`config.mk`:
```
export PLATFORM = sky130hd
export DESIGN_NAME = upd_grad_acc
export DESIGN_NICKNAME = d
export VERILOG_FILES = /design/src/rtl/upd_grad_acc.sv
export SDC_FILE = /design/constraint.sdc
export NUM_CORES = 1
export LEC_CHECK = 0
export CAP_MARGIN = 20
export CORE_AREA = 3 3 159 161
export DETAILED_ROUTE_END_ITERATION = 10
export DIE_AREA = 0 0 162 164
export PLACE_DENSITY = 0.79
export RECOVER_POWER = 50
export SLEW_MARGIN = 25
export SYNTH_ARGS = -nofsm -noshare
export SYNTH_HDL_FRONTEND = slang
export SYNTH_SLANG_ARGS = --single-unit
```
`constraint.sdc`:
```
create_clock -name clk -period 9.3 [get_ports clk]
set_input_delay 1.395 -clock clk [delete_from_list [all_inputs] [get_ports clk]]
set_output_delay 1.395 -clock clk [all_outputs]
set_load 0.05 [all_outputs]
```
`src/rtl/upd_grad_acc.sv`:
```
// Update-stage weight-gradient accumulator: sums (d*h)>>>FRAC over TIMESTEP samples and emits one scaled, saturated gradient per weight.
// Optional build macro GRAD_CLIP_EN clamps the emitted gradient to [-CLIP_VAL, +CLIP_VAL].
module upd_grad_acc #(
    parameter int WIDTH      = 16,
    parameter int FRAC       = 12,
    parameter int ACC_WIDTH  = 24,
    parameter int ADDR_WIDTH = 12,
    parameter int TIMESTEP   = 6,
    parameter int NUM_CELL   = 8,
    parameter int NUM_INPUT  = 53,
    parameter int LR_SHIFT   = 0,
    parameter int CLIP_VAL   = 4096
) (
    input  logic                         clk,
    input  logic                         rst,
    input  logic                         en,
    input  logic                         i_valid,
    input  logic signed [WIDTH-1:0]      i_d,
    input  logic signed [WIDTH-1:0]      i_h,
    output logic                         o_valid,
    output logic signed [WIDTH-1:0]      o_grad,
    output logic        [ADDR_WIDTH-1:0] o_addr_w,
    output logic                         o_done
);

    localparam int TC_W  = (TIMESTEP > 1) ? $clog2(TIMESTEP) : 1;
    localparam int NUM_W = NUM_CELL * NUM_INPUT;
    localparam logic signed [ACC_WIDTH-1:0] SAT_MAX = ACC_WIDTH'((1 << (WIDTH - 1)) - 1);
    localparam logic signed [ACC_WIDTH-1:0] SAT_MIN = -SAT_MAX - 1;

    logic        [TC_W-1:0]       tcnt_q, tcnt_d;
    logic        [ADDR_WIDTH-1:0] wcnt_q, wcnt_d;
    logic signed [ACC_WIDTH-1:0]  p1_q, p1_d;
    logic                         v1_q, v1_d;
    logic                         last1_q, last1_d;
    logic signed [ACC_WIDTH-1:0]  acc_q, acc_d;
    logic                         o_valid_q, o_valid_d;
    logic                         o_done_q, o_done_d;
    logic signed [WIDTH-1:0]      o_grad_q, o_grad_d;
    logic        [ADDR_WIDTH-1:0] o_addr_w_q, o_addr_w_d;

    logic signed [2*WIDTH-1:0]    prod;
    logic signed [ACC_WIDTH-1:0]  sum;
    logic signed [ACC_WIDTH-1:0]  scaled;
    logic signed [ACC_WIDTH-1:0]  grad_sat;
    logic signed [ACC_WIDTH-1:0]  grad_fin;
    logic                         accept;

    assign accept = en && i_valid;
    assign prod   = i_d * i_h;
    assign sum    = acc_q + p1_q;
    assign scaled = sum >>> LR_SHIFT;

    always_comb begin
        grad_sat = scaled;
        if (scaled > SAT_MAX) begin
            grad_sat = SAT_MAX;
        end else if (scaled < SAT_MIN) begin
            grad_sat = SAT_MIN;
        end
    end

`ifdef GRAD_CLIP_EN
    localparam logic signed [ACC_WIDTH-1:0] CLIP_POS = ACC_WIDTH'(CLIP_VAL);
    localparam logic signed [ACC_WIDTH-1:0] CLIP_NEG = -CLIP_POS;

    always_comb begin
        grad_fin = grad_sat;
        if (grad_sat > CLIP_POS) begin
            grad_fin = CLIP_POS;
        end else if (grad_sat < CLIP_NEG) begin
            grad_fin = CLIP_NEG;
        end
    end
`else
    assign grad_fin = grad_sat;
`endif

    always_comb begin
        tcnt_d     = tcnt_q;
        wcnt_d     = wcnt_q;
        p1_d       = p1_q;
        v1_d       = 1'b0;
        last1_d    = last1_q;
        acc_d      = acc_q;
        o_valid_d  = 1'b0;
        o_done_d   = 1'b0;
        o_grad_d   = o_grad_q;
        o_addr_w_d = o_addr_w_q;

        // Stage 1: scaled product, truncated toward -inf then sized to the accumulator
        if (accept) begin
            p1_d    = ACC_WIDTH'(prod >>> FRAC);
            v1_d    = 1'b1;
            last1_d = (tcnt_q == TC_W'(TIMESTEP - 1));
            tcnt_d  = (tcnt_q == TC_W'(TIMESTEP - 1)) ? '0 : tcnt_q + 1'b1;
        end

        // Stage 2: accumulate, or close the group and restart from zero
        if (v1_q) begin
            if (!last1_q) begin
                acc_d = sum;
            end else begin
                acc_d      = '0;
                o_grad_d   = WIDTH'(grad_fin);
                o_addr_w_d = wcnt_q;
                o_valid_d  = 1'b1;
                if (wcnt_q == ADDR_WIDTH'(NUM_W - 1)) begin
                    wcnt_d   = '0;
                    o_done_d = 1'b1;
                end else begin
                    wcnt_d = wcnt_q + 1'b1;
                end
            end
        end
    end

    always_ff @(posedge clk) begin
        if (rst) begin
            tcnt_q     <= '0;
            wcnt_q     <= '0;
            p1_q       <= '0;
            v1_q       <= 1'b0;
            last1_q    <= 1'b0;
            acc_q      <= '0;
            o_valid_q  <= 1'b0;
            o_done_q   <= 1'b0;
            o_grad_q   <= '0;
            o_addr_w_q <= '0;
        end else begin
            tcnt_q     <= tcnt_d;
            wcnt_q     <= wcnt_d;
            p1_q       <= p1_d;
            v1_q       <= v1_d;
            last1_q    <= last1_d;
            acc_q      <= acc_d;
            o_valid_q  <= o_valid_d;
            o_done_q   <= o_done_d;
            o_grad_q   <= o_grad_d;
            o_addr_w_q <= o_addr_w_d;
        end
    end

    assign o_valid  = o_valid_q;
    assign o_done   = o_done_q;
    assign o_grad   = o_grad_q;
    assign o_addr_w = o_addr_w_q;

endmodule

```
==> report_table.html, run 1 <==
<table>
<tr><th>Metric</th><th>Value</th></tr>
<tr><th colspan="2">Clock tree</th></tr>
<tr><td>Number of setup buffers added after CTS</td><td>0</td></tr>
<tr><td>Root buffer cell</td><td>sky130_fd_sc_hd__clkbuf_16</td></tr>
<tr><td>Clk slew on worst S/H paths</td><td>0.07 ns</td></tr>
<tr><td>Clock latency reported for the late side of the worst-skew pair</td><td>0.35 ns</td></tr>
<tr><td>Number of hold-repair buffers added at the cts stage</td><td>0</td></tr>
<tr><td>Cts bufs inserted</td><td>9</td></tr>
<tr><td>Number of levels in the clock H-tree</td><td>3</td></tr>
<tr><td>Maximum number of buffers from clock root to sink</td><td>2</td></tr>
<tr><td>CTS-repair resized insts</td><td>0</td></tr>
<tr><td>CTS tree</td><td>yes</td></tr>
<tr><td>Clock Sink Count</td><td>91</td></tr>
<tr><th colspan="2">Timing</th></tr>
<tr><td>Setup-failing EPs final</td><td>0</td></tr>
<tr><td>Max Slew Vio Count</td><td>99</td></tr>
<tr><td>Number of failing hold endpoints at the final stage</td><td>0</td></tr>
<tr><td>Max Clock Freq</td><td>124 MHz</td></tr>
<tr><td>Slew margin rel.</td><td>-66.8%</td></tr>
<tr><td>Time the worst path needs with I/O delays and setup</td><td>8.05 ns</td></tr>
<tr><td>Slew @ Worst Pin</td><td>approximately 2.5 ns</td></tr>
<tr><td>Setup repair after global routing missed its margin</td><td>no</td></tr>
<tr><td>Sum Neg Setup Slack</td><td>0 ns</td></tr>
<tr><td>Tcrit/Tclk final</td><td>86.5%</td></tr>
<tr><td>Final setup skew</td><td>0.00744 ns</td></tr>
<tr><th colspan="2">Pwr</th></tr>
<tr><td>Leakage power figure</td><td>0.00740 µW</td></tr>
<tr><td>Power density over cell area</td><td>roughly 400 nW/µm²</td></tr>
<tr><td>Worst ir drop on vdd</td><td>0.654 mV</td></tr>
<tr><th colspan="2">Final layout</th></tr>
<tr><td>Footprint of the multi-input gates</td><td>around 11000 µm²</td></tr>
<tr><td>Antenna Cells</td><td>0</td></tr>
<tr><td>Count of filler cells inserted in the layout</td><td>2059</td></tr>
<tr><td>Layout Nets</td><td>2069</td></tr>
<tr><td>Signed area change from the synthesized netlist to the final layout</td><td>7.23%</td></tr>
<tr><td>Combined flip-flop and latch cell area</td><td>1820 µm²</td></tr>
<tr><td>Fraction of final layout cells sized beyond drive strength 1</td><td>~2.7%</td></tr>
<tr><td>Number of standard cells in the final layout excluding fillers</td><td>roughly 2.0k</td></tr>
<tr><th colspan="2">Logic synthesis</th></tr>
<tr><td>Part of the Yosys area used for sequential elements</td><td>about an eighth</td></tr>
<tr><td>Number of flops mapped to enable cells by yosys</td><td>0</td></tr>
<tr><td>Cell area after synthesis</td><td>14400 µm²</td></tr>
<tr><td>Cells taking the most area after synthesis</td><td>sky130_fd_sc_hd__fa_1 36%, sky130_fd_sc_hd__dfxtp_1 13%, sky130_fd_sc_hd__ha_1 9.0%</td></tr>
<tr><td>Most used flip-flop cell after synthesis</td><td>sky130_fd_sc_hd__dfxtp_1</td></tr>
<tr><td>Cells after synthesis</td><td>1656</td></tr>
<tr><td>Net count of the mapped netlist</td><td>2057</td></tr>
<tr><td>Async SR Flop Fraction</td><td>0%</td></tr>
<tr><td>Number of flip-flops and latches in the synthesized netlist</td><td>91</td></tr>
<tr><td>Synth Warn #</td><td>0</td></tr>
<tr><td>Average size of a mapped cell</td><td>8.69 µm²</td></tr>
<tr><td>Area share of the largest cell type after synthesis</td><td>36.5%</td></tr>
<tr><td>Post-synthesis cell type with the largest combined area</td><td>sky130_fd_sc_hd__fa_1</td></tr>
<tr><td>Distinct cell type count of the synthesized netlist</td><td>73</td></tr>
<tr><td>Most used standard cells in the synthesized netlist</td><td>322 x sky130_fd_sc_hd__inv_1, 262 x sky130_fd_sc_hd__fa_1, 203 x sky130_fd_sc_hd__nand2_1</td></tr>
<tr><td>Most numerous cell in the Yosys netlist</td><td>sky130_fd_sc_hd__inv_1</td></tr>
<tr><th colspan="2">Critical path</th></tr>
<tr><td>Number of gates on the worst path with buffers counted</td><td>21</td></tr>
<tr><td>Required arrival time at the worst endpoint</td><td>9.48 ns</td></tr>
<tr><td>Nature of the critical path endpoint</td><td>register</td></tr>
<tr><td>Most used cell, CP</td><td>sky130_fd_sc_hd__fa_1</td></tr>
<tr><td>Worst Setup Start Kind</td><td>input pin</td></tr>
<tr><td>Worst setup path startpoint</td><td>i_d[11]</td></tr>
<tr><td>Startpoint of the most critical register-to-register path</td><td>p1_q[0]$_SDFFE_PP0P_</td></tr>
<tr><td>Buf/Inv on CP</td><td>4</td></tr>
<tr><td>Largest incremental delay on the critical path</td><td>0.88 ns</td></tr>
<tr><td>Kind of cell with the highest combined delay on the critical path</td><td>adder cells</td></tr>
<tr><td>R2R cell count</td><td>11</td></tr>
<tr><td>Worst setup path category</td><td>input pin to register</td></tr>
<tr><td>CP max stage cell</td><td>sky130_fd_sc_hd__clkdlybuf4s50_1</td></tr>
<tr><td>Peak fanout along the critical path</td><td>16</td></tr>
<tr><td>Worst path arrival time</td><td>8.23 ns</td></tr>
<tr><td>Critical Path, Cell by Cell</td><td>clkdlybuf4s50_1, nand2_1, fa_1, fa_1, fa_1, inv_1, fa_1, fa_1, inv_1, fa_1, inv_1, ha_1, a211o_1, a21oi_1, o221a_2, o211ai_1, a211oi_1, o31ai_1, a21o_1, o41ai_1, a41oi_1</td></tr>
<tr><th colspan="2">Min path</th></tr>
<tr><td>Startpoint of the lowest-slack hold path</td><td>o_addr_w[8]$_SDFFE_PP0P_</td></tr>
<tr><td>Worst min-delay path class</td><td>register to register</td></tr>
<tr><td>Worst hold path stage count</td><td>2</td></tr>
<tr><th colspan="2">Place</th></tr>
<tr><td>Detailed-placement wirelength estimate</td><td>25100 µm</td></tr>
<tr><td>Dpl cells</td><td>1981</td></tr>
<tr><td>Final weighted congestion in routability-driven placement</td><td>0.916</td></tr>
<tr><td>Count of buffers inserted at the top-level ports</td><td>65</td></tr>
<tr><th colspan="2">Drt</th></tr>
<tr><td>Post-detailed-route via-to-cell ratio</td><td>5.50</td></tr>
<tr><td>Wirelength per Cell</td><td>15.6 µm</td></tr>
<tr><td>DR iter-0 viols</td><td>588</td></tr>
<tr><td>Via count</td><td>around 11k</td></tr>
<tr><td>Remaining antenna violation count</td><td>0</td></tr>
<tr><td>Post-detailed-route DRC marker count</td><td>0</td></tr>
<tr><td>Detailed-router iteration count before antenna repair</td><td>5</td></tr>
<tr><td>Total Wirelength</td><td>31200 µm</td></tr>
<tr><th colspan="2">Floorplan</th></tr>
<tr><td>Standard cell core area</td><td>24100 µm²</td></tr>
<tr><td>Core Rows</td><td>57</td></tr>
<tr><td>Overall die height</td><td>between 150 and 200 µm</td></tr>
<tr><td>Boundary Pins</td><td>66</td></tr>
<tr><td>Die Footprint</td><td>26600 µm²</td></tr>
<tr><td>Initial Util</td><td>59.7%</td></tr>
<tr><td>DIE WIDTH</td><td>162 µm</td></tr>
<tr><th colspan="2">Run status</th></tr>
<tr><td>Violated checks</td><td>max-capacitance violations, max-slew violations</td></tr>
<tr><td>Status</td><td>finished with violations</td></tr>
<tr><th colspan="2">Flow run</th></tr>
<tr><td>Max-cap check violation count</td><td>2</td></tr>
<tr><th colspan="2">Global route</th></tr>
<tr><td>Pin count of the biggest net entering global routing</td><td>60</td></tr>
<tr><td>Wire length of the first global-routing pass</td><td>54800 µm</td></tr>
<tr><td>Overflow left after global routing</td><td>0</td></tr>
<tr><td>Vias in the first global route</td><td>11.6k</td></tr>
<tr><td>Number of antenna violations at the first check in global routing</td><td>0</td></tr>
<tr><td>Gr usage total</td><td>25.4%</td></tr>
</table>
[layout make-up]
cell class | count | area share, %
repair buffers | 68 | 4.30
multi-input cells | 1176 | 71.5
clock inverters | 7 | 0.414
flip-flops and latches | 91 | 11.8
clock buffers | 9 | 1.46
well taps | 324 | 2.63
inverters | 322 | 7.84
[routing by layer]
layer  GRT usage [%]  vias up  part of all wire [%]
met3            2.70       92                   3.9
met5               0        -                     0
met1            31.6     5439                    41
met4            9.69        0                   4.1
li1                -     5154                     -
met2            45.7      294                    51
[worst min-delay path, stage by stage, from the launching register on]
cell	delay [ns]
sky130_fd_sc_hd__dfxtp_1	0.31
sky130_fd_sc_hd__nand2_1	0.05
sky130_fd_sc_hd__a21oi_1	0.05
[state kept, by name (all words and copies together) (netlist names)]
register,cells
wcnt_q,12
last1_q,1
acc_q,24
o_valid,1
o_addr_w,12
tcnt_q,3
o_grad,16
p1_q,20
o_done,1
v1_q,1
[layout by cell type (no fill, tap or decap), types with 4 or more instances in the layout]
cell type,synthesis,routed
sky130_fd_sc_hd__o211ai_1,6,6
sky130_fd_sc_hd__ha_1,103,103
sky130_fd_sc_hd__or3_1,4,4
sky130_fd_sc_hd__xor2_1,15,15
sky130_fd_sc_hd__a21oi_1,89,89
sky130_fd_sc_hd__nand4_1,11,11
sky130_fd_sc_hd__a211oi_1,12,12
sky130_fd_sc_hd__nand3_1,17,17
sky130_fd_sc_hd__inv_1,322,322
sky130_fd_sc_hd__o31ai_1,4,4
sky130_fd_sc_hd__dlygate4sd3_1,1,11
sky130_fd_sc_hd__a31oi_1,5,5
sky130_fd_sc_hd__o32ai_1,16,16
sky130_fd_sc_hd__nand2_1,203,203
sky130_fd_sc_hd__o21ai_0,20,21
sky130_fd_sc_hd__clkbuf_16,0,9
sky130_fd_sc_hd__dfxtp_1,91,90
sky130_fd_sc_hd__mux2i_1,5,5
sky130_fd_sc_hd__nor2b_1,24,23
sky130_fd_sc_hd__o21bai_1,5,5
sky130_fd_sc_hd__nor2_1,109,109
sky130_fd_sc_hd__fa_1,262,262
sky130_fd_sc_hd__clkdlybuf4s50_1,0,53
sky130_fd_sc_hd__nor3_1,19,19
sky130_fd_sc_hd__a21o_1,9,9
sky130_fd_sc_hd__nor4_1,4,4
sky130_fd_sc_hd__and3_1,5,5
sky130_fd_sc_hd__and2_1,127,127
sky130_fd_sc_hd__o21a_1,10,10
sky130_fd_sc_hd__xnor2_1,36,36
sky130_fd_sc_hd__nand2b_1,8,8
[metrics by stage]
stage                     cell area (µm²)  util (%)  setup WS (ns)  power (µW)  hold slack [ns]
after floorplan                     14400         -           2.20        4780            0.432
after global placement              15100      62.8           1.07        5670            0.441
after detailed placement            15100      62.8          0.952        5810            0.447
after CTS                           15400      64.0           1.30        6200            0.458
after global routing                15400      64.0          0.785        7080            0.471
final                               15400      64.0           1.25        6130            0.450
[cell families after synthesis]
group                    count (synthesis)  synth area share (%)
multiplexers                             6                 0.426
adder cells (fa/ha/maj)                365                  45.4
flip-flops                              91                  12.7
AO/OA/AOI/OAI                          206                  9.45
XOR/XNOR                                51                  3.11
AND/OR/NAND/NOR                        548                  18.3
buffers and inverters                  389                  10.6
[final timing paths]
kind	slack (ns)	end
setup / recovery	1.25	p1_q[19]$_SDFFE_PP0P_
hold / removal	0.45	o_addr_w[8]$_SDFFE_PP0P_
setup reg to reg	5.39	o_grad[12]$_SDFFE_PP0P_
hold reg to reg	0.45	o_addr_w[8]$_SDFFE_PP0P_
[where the power goes]
part | switching, µW | internal [µW] | total (µW) | leakage (µW)
Combinational | 2960 | 2380 | 5340 | 0.00653
Clock | 166 | 188 | 354 | 0.000137
Sequential | 17.8 | 422 | 440 | 0.000736
(Power assumes the default switching activity.)
==> inputs of run 2 (changes only) <==
--- a/config.mk
+++ b/config.mk
@@ -6,10 +6,10 @@
 export NUM_CORES = 1
 export LEC_CHECK = 0
 export CAP_MARGIN = 20
-export CORE_AREA = 3 3 159 161
+export CORE_AREA = 3 3 154 156
 export DETAILED_ROUTE_END_ITERATION = 10
-export DIE_AREA = 0 0 162 164
-export PLACE_DENSITY = 0.79
+export DIE_AREA = 0 0 157 159
+export PLACE_DENSITY = 0.83
 export RECOVER_POWER = 50
 export SLEW_MARGIN = 25
 export SYNTH_ARGS = -nofsm -noshare
==> report_table.html, run 2 (synthesized netlist as in run 1, its figures left out) <==
<table>
<tr><th>Metric</th><th>Value</th></tr>
<tr><th colspan="2">Run status</th></tr>
<tr><td>Status</td><td>finished with violations</td></tr>
<tr><td>Violated checks</td><td>max-capacitance violations, max-slew violations</td></tr>
<tr><th colspan="2">Critical path</th></tr>
<tr><td>Startpoint of the most critical register-to-register path</td><td>p1_q[0]$_SDFFE_PP0P_</td></tr>
<tr><td>Worst Setup Start Kind</td><td>input pin</td></tr>
<tr><td>Worst setup path category</td><td>input pin to register</td></tr>
<tr><td>Nature of the critical path endpoint</td><td>register</td></tr>
<tr><td>Peak fanout along the critical path</td><td>16</td></tr>
<tr><td>Worst setup path startpoint</td><td>i_d[8]</td></tr>
<tr><td>Worst path arrival time</td><td>8.32 ns</td></tr>
<tr><td>Required arrival time at the worst endpoint</td><td>9.47 ns</td></tr>
<tr><th colspan="2">Floorplan</th></tr>
<tr><td>Initial Util</td><td>a little under two thirds</td></tr>
<tr><td>Standard cell core area</td><td>22500 µm²</td></tr>
<tr><td>Die Footprint</td><td>around 25000 µm²</td></tr>
<tr><td>Boundary Pins</td><td>66</td></tr>
<tr><td>Core Rows</td><td>55</td></tr>
<tr><td>DIE WIDTH</td><td>157 µm</td></tr>
<tr><td>Overall die height</td><td>roughly 160 µm</td></tr>
<tr><th colspan="2">Drt</th></tr>
<tr><td>Total Wirelength</td><td>32000 µm</td></tr>
<tr><td>Post-detailed-route DRC marker count</td><td>0</td></tr>
<tr><td>Remaining antenna violation count</td><td>0</td></tr>
<tr><td>Wirelength per Cell</td><td>roughly 16 µm</td></tr>
<tr><td>Via count</td><td>11.2k</td></tr>
<tr><td>Post-detailed-route via-to-cell ratio</td><td>5.70</td></tr>
<tr><td>DR iter-0 viols</td><td>around 810</td></tr>
<tr><td>Detailed-router iteration count before antenna repair</td><td>5</td></tr>
<tr><th colspan="2">Final layout</th></tr>
<tr><td>Final core utilization</td><td>68.4%</td></tr>
<tr><td>Reg with most FFs</td><td>acc_q</td></tr>
<tr><td>Fraction of final layout cells sized beyond drive strength 1</td><td>between 2 and 3%</td></tr>
<tr><td>Most common library cell in the layout ignoring fill and taps</td><td>sky130_fd_sc_hd__inv_1</td></tr>
<tr><td>Most used cells in the layout excluding fill and tap cells</td><td>322 x sky130_fd_sc_hd__inv_1, 262 x sky130_fd_sc_hd__fa_1, 203 x sky130_fd_sc_hd__nand2_1</td></tr>
<tr><td>Antenna Cells</td><td>0</td></tr>
<tr><td>Number of flip-flops in the largest register</td><td>24</td></tr>
<tr><td>Signed area change from the synthesized netlist to the final layout</td><td>6.96%</td></tr>
<tr><td>Layout Nets</td><td>2070</td></tr>
<tr><th colspan="2">Place</th></tr>
<tr><td>Count of buffers inserted at the top-level ports</td><td>65</td></tr>
<tr><td>Detailed-placement wirelength estimate</td><td>25600 µm</td></tr>
<tr><td>Final weighted congestion in routability-driven placement</td><td>0.964</td></tr>
<tr><th colspan="2">Global route</th></tr>
<tr><td>Met2 routing resource usage after global routing</td><td>48.5%</td></tr>
<tr><td>Pin count of the biggest net entering global routing</td><td>97</td></tr>
<tr><td>Met1 Use GR</td><td>33.0%</td></tr>
<tr><td>Vias in the first global route</td><td>12.2k</td></tr>
<tr><td>Overflow left after global routing</td><td>0</td></tr>
<tr><td>Layer with the highest usage after global routing</td><td>met2</td></tr>
<tr><td>Global routing usage on met3</td><td>~2.4%</td></tr>
<tr><td>Number of antenna violations at the first check in global routing</td><td>0</td></tr>
<tr><td>Gr usage total</td><td>between 20% and 30%</td></tr>
<tr><td>Wire length of the first global-routing pass</td><td>55300 µm</td></tr>
<tr><th colspan="2">Flow run</th></tr>
<tr><td>Max-cap check violation count</td><td>1</td></tr>
<tr><th colspan="2">Clock tree</th></tr>
<tr><td>CTS tree</td><td>yes</td></tr>
<tr><td>Number of setup buffers added after CTS</td><td>0</td></tr>
<tr><td>Clock Sink Count</td><td>91</td></tr>
<tr><td>Number of levels in the clock H-tree</td><td>3</td></tr>
<tr><td>Number of hold-repair buffers added at the cts stage</td><td>0</td></tr>
<tr><td>Clk slew on worst S/H paths</td><td>~0.070 ns</td></tr>
<tr><td>Maximum number of buffers from clock root to sink</td><td>2</td></tr>
<tr><td>Root buffer cell</td><td>sky130_fd_sc_hd__clkbuf_16</td></tr>
<tr><td>Cts bufs inserted</td><td>9</td></tr>
<tr><td>Clock latency reported for the late side of the worst-skew pair</td><td>0.34 ns</td></tr>
<tr><td>CTS-repair resized insts</td><td>0</td></tr>
<tr><th colspan="2">Timing</th></tr>
<tr><td>Max Clock Freq</td><td>123 MHz</td></tr>
<tr><td>Time the worst path needs with I/O delays and setup</td><td>8.15 ns</td></tr>
<tr><td>Tcrit/Tclk final</td><td>between 80% and 90%</td></tr>
<tr><td>Final setup skew</td><td>0.00824 ns</td></tr>
<tr><td>Slew margin rel.</td><td>-169%</td></tr>
<tr><td>Sum Neg Setup Slack</td><td>0 ns</td></tr>
<tr><td>Setup-failing EPs final</td><td>0</td></tr>
<tr><td>Setup repair after global routing missed its margin</td><td>no</td></tr>
<tr><td>Max Slew Vio Count</td><td>97</td></tr>
<tr><td>Number of failing hold endpoints at the final stage</td><td>0</td></tr>
<tr><td>Slew @ Worst Pin</td><td>between 4 and 5 ns</td></tr>
<tr><th colspan="2">Min path</th></tr>
<tr><td>Startpoint of the lowest-slack hold path</td><td>o_addr_w[8]$_SDFFE_PP0P_</td></tr>
<tr><td>Worst min-delay path class</td><td>register to register</td></tr>
</table>
run 2: path summary, 6_finish.rpt:
| check | end | slack [ns] | cells past startpoint |
|---|---|---|---|
| worst min register to register | o_addr_w[8]$_SDFFE_PP0P_ | 0.45 | 2 |
| worst min-delay path | o_addr_w[8]$_SDFFE_PP0P_ | 0.45 | 2 |
| worst max register to register | o_grad[4]$_SDFFE_PP0P_ | 5.45 | 11 |
| worst max-delay path | p1_q[19]$_SDFFE_PP0P_ | 1.15 | 22 |
run 2: through the flow:
stage | setup WS, ns | instance area, µm² | instances | hold slack [ns]
2_1_floorplan | 2.20 | 14400 | 1656 | 0.432
3_3_place_gp | 1.09 | 15100 | 1943 | 0.441
3_5_place_dp | 0.893 | 15100 | 1943 | 0.445
4_1_cts | 1.24 | 15400 | 1959 | 0.455
5_1_grt | 0.827 | 15400 | 1959 | 0.471
6_report | 1.15 | 15400 | 1959 | 0.449
run 2: routing by layer:
metal,vias to the layer above,wire (µm)
met5,-,0
met4,0,1420
met3,101,1580
met2,373,16800
met1,5544,12200
li1,5150,-
run 2: critical path, cell delays in order:
cell	delay (ns)
sky130_fd_sc_hd__clkdlybuf4s50_1	0.78
sky130_fd_sc_hd__and2_1	0.37
sky130_fd_sc_hd__fa_1	0.51
sky130_fd_sc_hd__inv_1	0.06
sky130_fd_sc_hd__fa_1	0.48
sky130_fd_sc_hd__fa_1	0.52
sky130_fd_sc_hd__inv_1	0.06
sky130_fd_sc_hd__fa_1	0.48
sky130_fd_sc_hd__fa_1	0.50
sky130_fd_sc_hd__inv_1	0.05
sky130_fd_sc_hd__fa_1	0.47
sky130_fd_sc_hd__inv_1	0.04
sky130_fd_sc_hd__ha_1	0.31
sky130_fd_sc_hd__a211o_1	0.26
sky130_fd_sc_hd__a21oi_1	0.35
sky130_fd_sc_hd__o221a_2	0.28
sky130_fd_sc_hd__o211ai_1	0.12
sky130_fd_sc_hd__a211oi_1	0.45
sky130_fd_sc_hd__o31ai_1	0.21
sky130_fd_sc_hd__a21o_1	0.22
sky130_fd_sc_hd__o41ai_1	0.30
sky130_fd_sc_hd__a41oi_1	0.08
run 2: layout make-up:
class	instances	area (µm²)
Clock buffer	9	225
Clock inverter	7	66.3
Fill cell	1776	7120
Inverter	322	1210
Multi-Input combinational cell	1176	11000
Sequential cell	91	1820
Tap cell	285	357
Timing Repair Buffer	69	672
Power of run 2 is not shown: default switching activity piles up to over one toggle a cycle in this logic, so the estimate is an artifact.
==> inputs of run 3 (changes only) <==
--- a/config.mk
+++ b/config.mk
@@ -9,6 +9,7 @@
 export CORE_AREA = 3 3 154 156
 export DETAILED_ROUTE_END_ITERATION = 10
 export DIE_AREA = 0 0 157 159
+export GPL_TIMING_DRIVEN = 0
 export PLACE_DENSITY = 0.83
 export RECOVER_POWER = 50
 export SLEW_MARGIN = 25
==> report_table.html, run 3 (synthesized netlist as in run 1, its figures left out) <==
<table>
<tr><th>Metric</th><th>Value</th></tr>
<tr><th colspan="2">Run status</th></tr>
<tr><td>Status</td><td>complete, no violations</td></tr>
<tr><th colspan="2">Final layout</th></tr>
<tr><td>Footprint of the multi-input gates</td><td>11000 µm²</td></tr>
<tr><td>Signed area change from the synthesized netlist to the final layout</td><td>8.98%</td></tr>
<tr><td>Most used cells in the layout excluding fill and tap cells</td><td>322 x sky130_fd_sc_hd__inv_1, 262 x sky130_fd_sc_hd__fa_1, 203 x sky130_fd_sc_hd__nand2_1</td></tr>
<tr><td>Layout Nets</td><td>approximately 2.1k</td></tr>
<tr><td>Most common library cell in the layout ignoring fill and taps</td><td>sky130_fd_sc_hd__inv_1</td></tr>
<tr><td>Final Cell Area</td><td>15700 µm²</td></tr>
<tr><td>Reg with most FFs</td><td>acc_q</td></tr>
<tr><td>Count of filler cells inserted in the layout</td><td>1784</td></tr>
<tr><td>Fraction of final layout cells sized beyond drive strength 1</td><td>2.76%</td></tr>
<tr><td>Combined flip-flop and latch cell area</td><td>approximately 1800 µm²</td></tr>
<tr><td>Number of flip-flops in the largest register</td><td>24</td></tr>
<tr><th colspan="2">Critical path</th></tr>
<tr><td>R2R cell count</td><td>12</td></tr>
<tr><td>Worst Setup Start Kind</td><td>input pin</td></tr>
<tr><td>Number of gates on the worst path with buffers counted</td><td>22</td></tr>
<tr><td>Nature of the critical path endpoint</td><td>register</td></tr>
<tr><td>Peak fanout along the critical path</td><td>10</td></tr>
<tr><td>R2r setup slk</td><td>5.67 ns</td></tr>
<tr><td>Worst setup path startpoint</td><td>i_d[11]</td></tr>
<tr><td>Critical Path, Cell by Cell</td><td>clkdlybuf4s50_1, clkbuf_1, nand2_1, fa_1, fa_1, fa_1, inv_1, fa_1, fa_1, inv_1, fa_1, inv_1, ha_1, a211o_1, a21oi_1, o221a_2, o211ai_1, a211oi_1, o31ai_1, a21o_1, o41ai_1, a41oi_1</td></tr>
<tr><td>Startpoint of the most critical register-to-register path</td><td>p1_q[0]$_SDFFE_PP0P_</td></tr>
<tr><td>Worst path arrival time</td><td>8.82 ns</td></tr>
<tr><td>Largest incremental delay on the critical path</td><td>0.79 ns</td></tr>
<tr><td>Kind of cell with the highest combined delay on the critical path</td><td>adder cells</td></tr>
<tr><td>Required arrival time at the worst endpoint</td><td>between 9 and 10 ns</td></tr>
<tr><td>CP max stage cell</td><td>sky130_fd_sc_hd__clkdlybuf4s50_1</td></tr>
<tr><td>Most used cell, CP</td><td>sky130_fd_sc_hd__fa_1</td></tr>
<tr><td>Worst setup path category</td><td>input pin to register</td></tr>
<tr><td>Buf/Inv on CP</td><td>5</td></tr>
<tr><td>Worst Setup EP</td><td>p1_q[19]$_SDFFE_PP0P_</td></tr>
<tr><td>Reg2Reg Capture Point</td><td>o_grad[13]$_SDFFE_PP0P_</td></tr>
<tr><th colspan="2">Floorplan</th></tr>
<tr><td>Overall die height</td><td>159 µm</td></tr>
<tr><td>Boundary Pins</td><td>66</td></tr>
<tr><td>Die Footprint</td><td>between 20000 and 25000 µm²</td></tr>
<tr><td>Core Rows</td><td>55</td></tr>
<tr><td>Initial Util</td><td>between 60 and 70%</td></tr>
<tr><td>DIE WIDTH</td><td>between 150 and 200 µm</td></tr>
<tr><td>Standard cell core area</td><td>roughly 23000 µm²</td></tr>
<tr><th colspan="2">Global route</th></tr>
<tr><td>Vias in the first global route</td><td>12.4k</td></tr>
<tr><td>Met2 routing resource usage after global routing</td><td>50.0%</td></tr>
<tr><td>Overflow left after global routing</td><td>0</td></tr>
<tr><td>Pin count of the biggest net entering global routing</td><td>17</td></tr>
<tr><td>Gr usage total</td><td>30.6%</td></tr>
<tr><td>Number of antenna violations at the first check in global routing</td><td>0</td></tr>
<tr><td>Global routing usage on met3</td><td>5.84%</td></tr>
<tr><td>Met1 Use GR</td><td>40.9%</td></tr>
<tr><td>Wire length of the first global-routing pass</td><td>60800 µm</td></tr>
<tr><td>Layer with the highest usage after global routing</td><td>met2</td></tr>
<tr><th colspan="2">Clock tree</th></tr>
<tr><td>Number of levels in the clock H-tree</td><td>3</td></tr>
<tr><td>Root buffer cell</td><td>sky130_fd_sc_hd__clkbuf_16</td></tr>
<tr><td>Number of hold-repair buffers added at the cts stage</td><td>0</td></tr>
<tr><td>Clk slew on worst S/H paths</td><td>0.06 ns</td></tr>
<tr><td>Number of setup buffers added after CTS</td><td>0</td></tr>
<tr><td>Cts bufs inserted</td><td>9</td></tr>
<tr><td>Clock Sink Count</td><td>91</td></tr>
<tr><td>Clock latency reported for the late side of the worst-skew pair</td><td>0.35 ns</td></tr>
<tr><td>CTS-repair resized insts</td><td>0</td></tr>
<tr><td>CTS tree</td><td>yes</td></tr>
<tr><td>Maximum number of buffers from clock root to sink</td><td>2</td></tr>
<tr><th colspan="2">Drt</th></tr>
<tr><td>Via count</td><td>approximately 12k</td></tr>
<tr><td>DR iter-0 viols</td><td>around 1000</td></tr>
<tr><td>Detailed-router iteration count before antenna repair</td><td>6</td></tr>
<tr><td>Remaining antenna violation count</td><td>0</td></tr>
<tr><td>Wirelength per Cell</td><td>~18 µm</td></tr>
<tr><td>Total Wirelength</td><td>35700 µm</td></tr>
<tr><td>Post-detailed-route DRC marker count</td><td>0</td></tr>
<tr><td>Post-detailed-route via-to-cell ratio</td><td>roughly 5.8</td></tr>
<tr><th colspan="2">Flow run</th></tr>
<tr><td>Max-cap check violation count</td><td>0</td></tr>
<tr><th colspan="2">Timing</th></tr>
<tr><td>Slew @ Worst Pin</td><td>0.940 ns</td></tr>
<tr><td>Setup-failing EPs final</td><td>0</td></tr>
<tr><td>Sum Neg Setup Slack</td><td>0 ns</td></tr>
<tr><td>Time the worst path needs with I/O delays and setup</td><td>8.62 ns</td></tr>
<tr><td>Tcrit/Tclk final</td><td>92.7%</td></tr>
<tr><td>Worst Hold Slack</td><td>0.447 ns</td></tr>
<tr><td>Number of failing hold endpoints at the final stage</td><td>0</td></tr>
<tr><td>Smallest setup slack after layout</td><td>0.683 ns</td></tr>
<tr><td>Final setup skew</td><td>0.00634 ns</td></tr>
<tr><td>Slew margin rel.</td><td>a little over a third</td></tr>
<tr><td>Setup repair after global routing missed its margin</td><td>no</td></tr>
<tr><td>Max Slew Vio Count</td><td>0</td></tr>
<tr><td>Max Clock Freq</td><td>116 MHz</td></tr>
<tr><th colspan="2">Place</th></tr>
<tr><td>Area of placed instances</td><td>15400 µm²</td></tr>
<tr><td>Final weighted congestion in routability-driven placement</td><td>0.974</td></tr>
<tr><td>Count of buffers inserted at the top-level ports</td><td>64</td></tr>
<tr><td>Placement-stage worst setup slack</td><td>between 0.5 and 0.6 ns</td></tr>
<tr><td>Detailed-placement wirelength estimate</td><td>between 20000 and 30000 µm</td></tr>
<tr><th colspan="2">Min path</th></tr>
<tr><td>Worst min-delay path class</td><td>register to register</td></tr>
</table>
-- run 3: how the worst min path moves through the flow --
stage	startpoint	end	slack, ns	cells past startpoint
2_1_floorplan	p1_q[8]$_SDFFE_PP0P_	p1_q[8]$_SDFFE_PP0P_	0.43	2
3_3_place_gp	o_addr_w[6]$_SDFFE_PP0P_	o_addr_w[6]$_SDFFE_PP0P_	0.44	2
3_5_place_dp	o_addr_w[9]$_SDFFE_PP0P_	o_addr_w[9]$_SDFFE_PP0P_	0.45	2
4_1_cts	o_addr_w[9]$_SDFFE_PP0P_	o_addr_w[9]$_SDFFE_PP0P_	0.46	2
5_1_grt	o_addr_w[6]$_SDFFE_PP0P_	o_addr_w[6]$_SDFFE_PP0P_	0.48	2
6_report	o_addr_w[9]$_SDFFE_PP0P_	o_addr_w[9]$_SDFFE_PP0P_	0.45	2
-- run 3: cell type report --
type / instances / area share [%]
Inverter: 322 / 7.71
Antenna cell: 2 / 0.0319
Timing Repair Buffer: 64 / 4.09
Buffer: 67 / 1.99
Tap cell: 285 / 2.27
Clock buffer: 10 / 1.52
Clock inverter: 6 / 0.463
Sequential cell: 91 / 11.6
Multi-Input combinational cell: 1176 / 70.3
-- run 3: per-layer routing --
metal | wire length, µm | share of wire [%]
met1 | 14400 | 40
met4 | 1380 | 3.9
met5 | 0 | 0
met2 | 17100 | 48
met3 | 2910 | 8.2
-- run 3: stage by stage --
stage | std cells | utilization [%]
6_report | 2023 | 69.7
5_1_grt | 2021 | 69.6
4_1_cts | 2021 | 69.7
3_5_place_dp | 2005 | 68.4
3_3_place_gp | 2005 | 68.4
2_1_floorplan | 1656 | -
-- run 3: worst reg2reg max path: cells and delay by family, from the launching register on --
kind | cells | cell delay (ns)
buf+inv | 1 | 0.20
fa+ha+maj | 2 | 0.69
compound gates | 5 | 1.48
xor+xnor | 1 | 0.28
flops | 1 | 0.32
simple gates | 3 | 0.52
Power of run 3 is left out for the same reason.
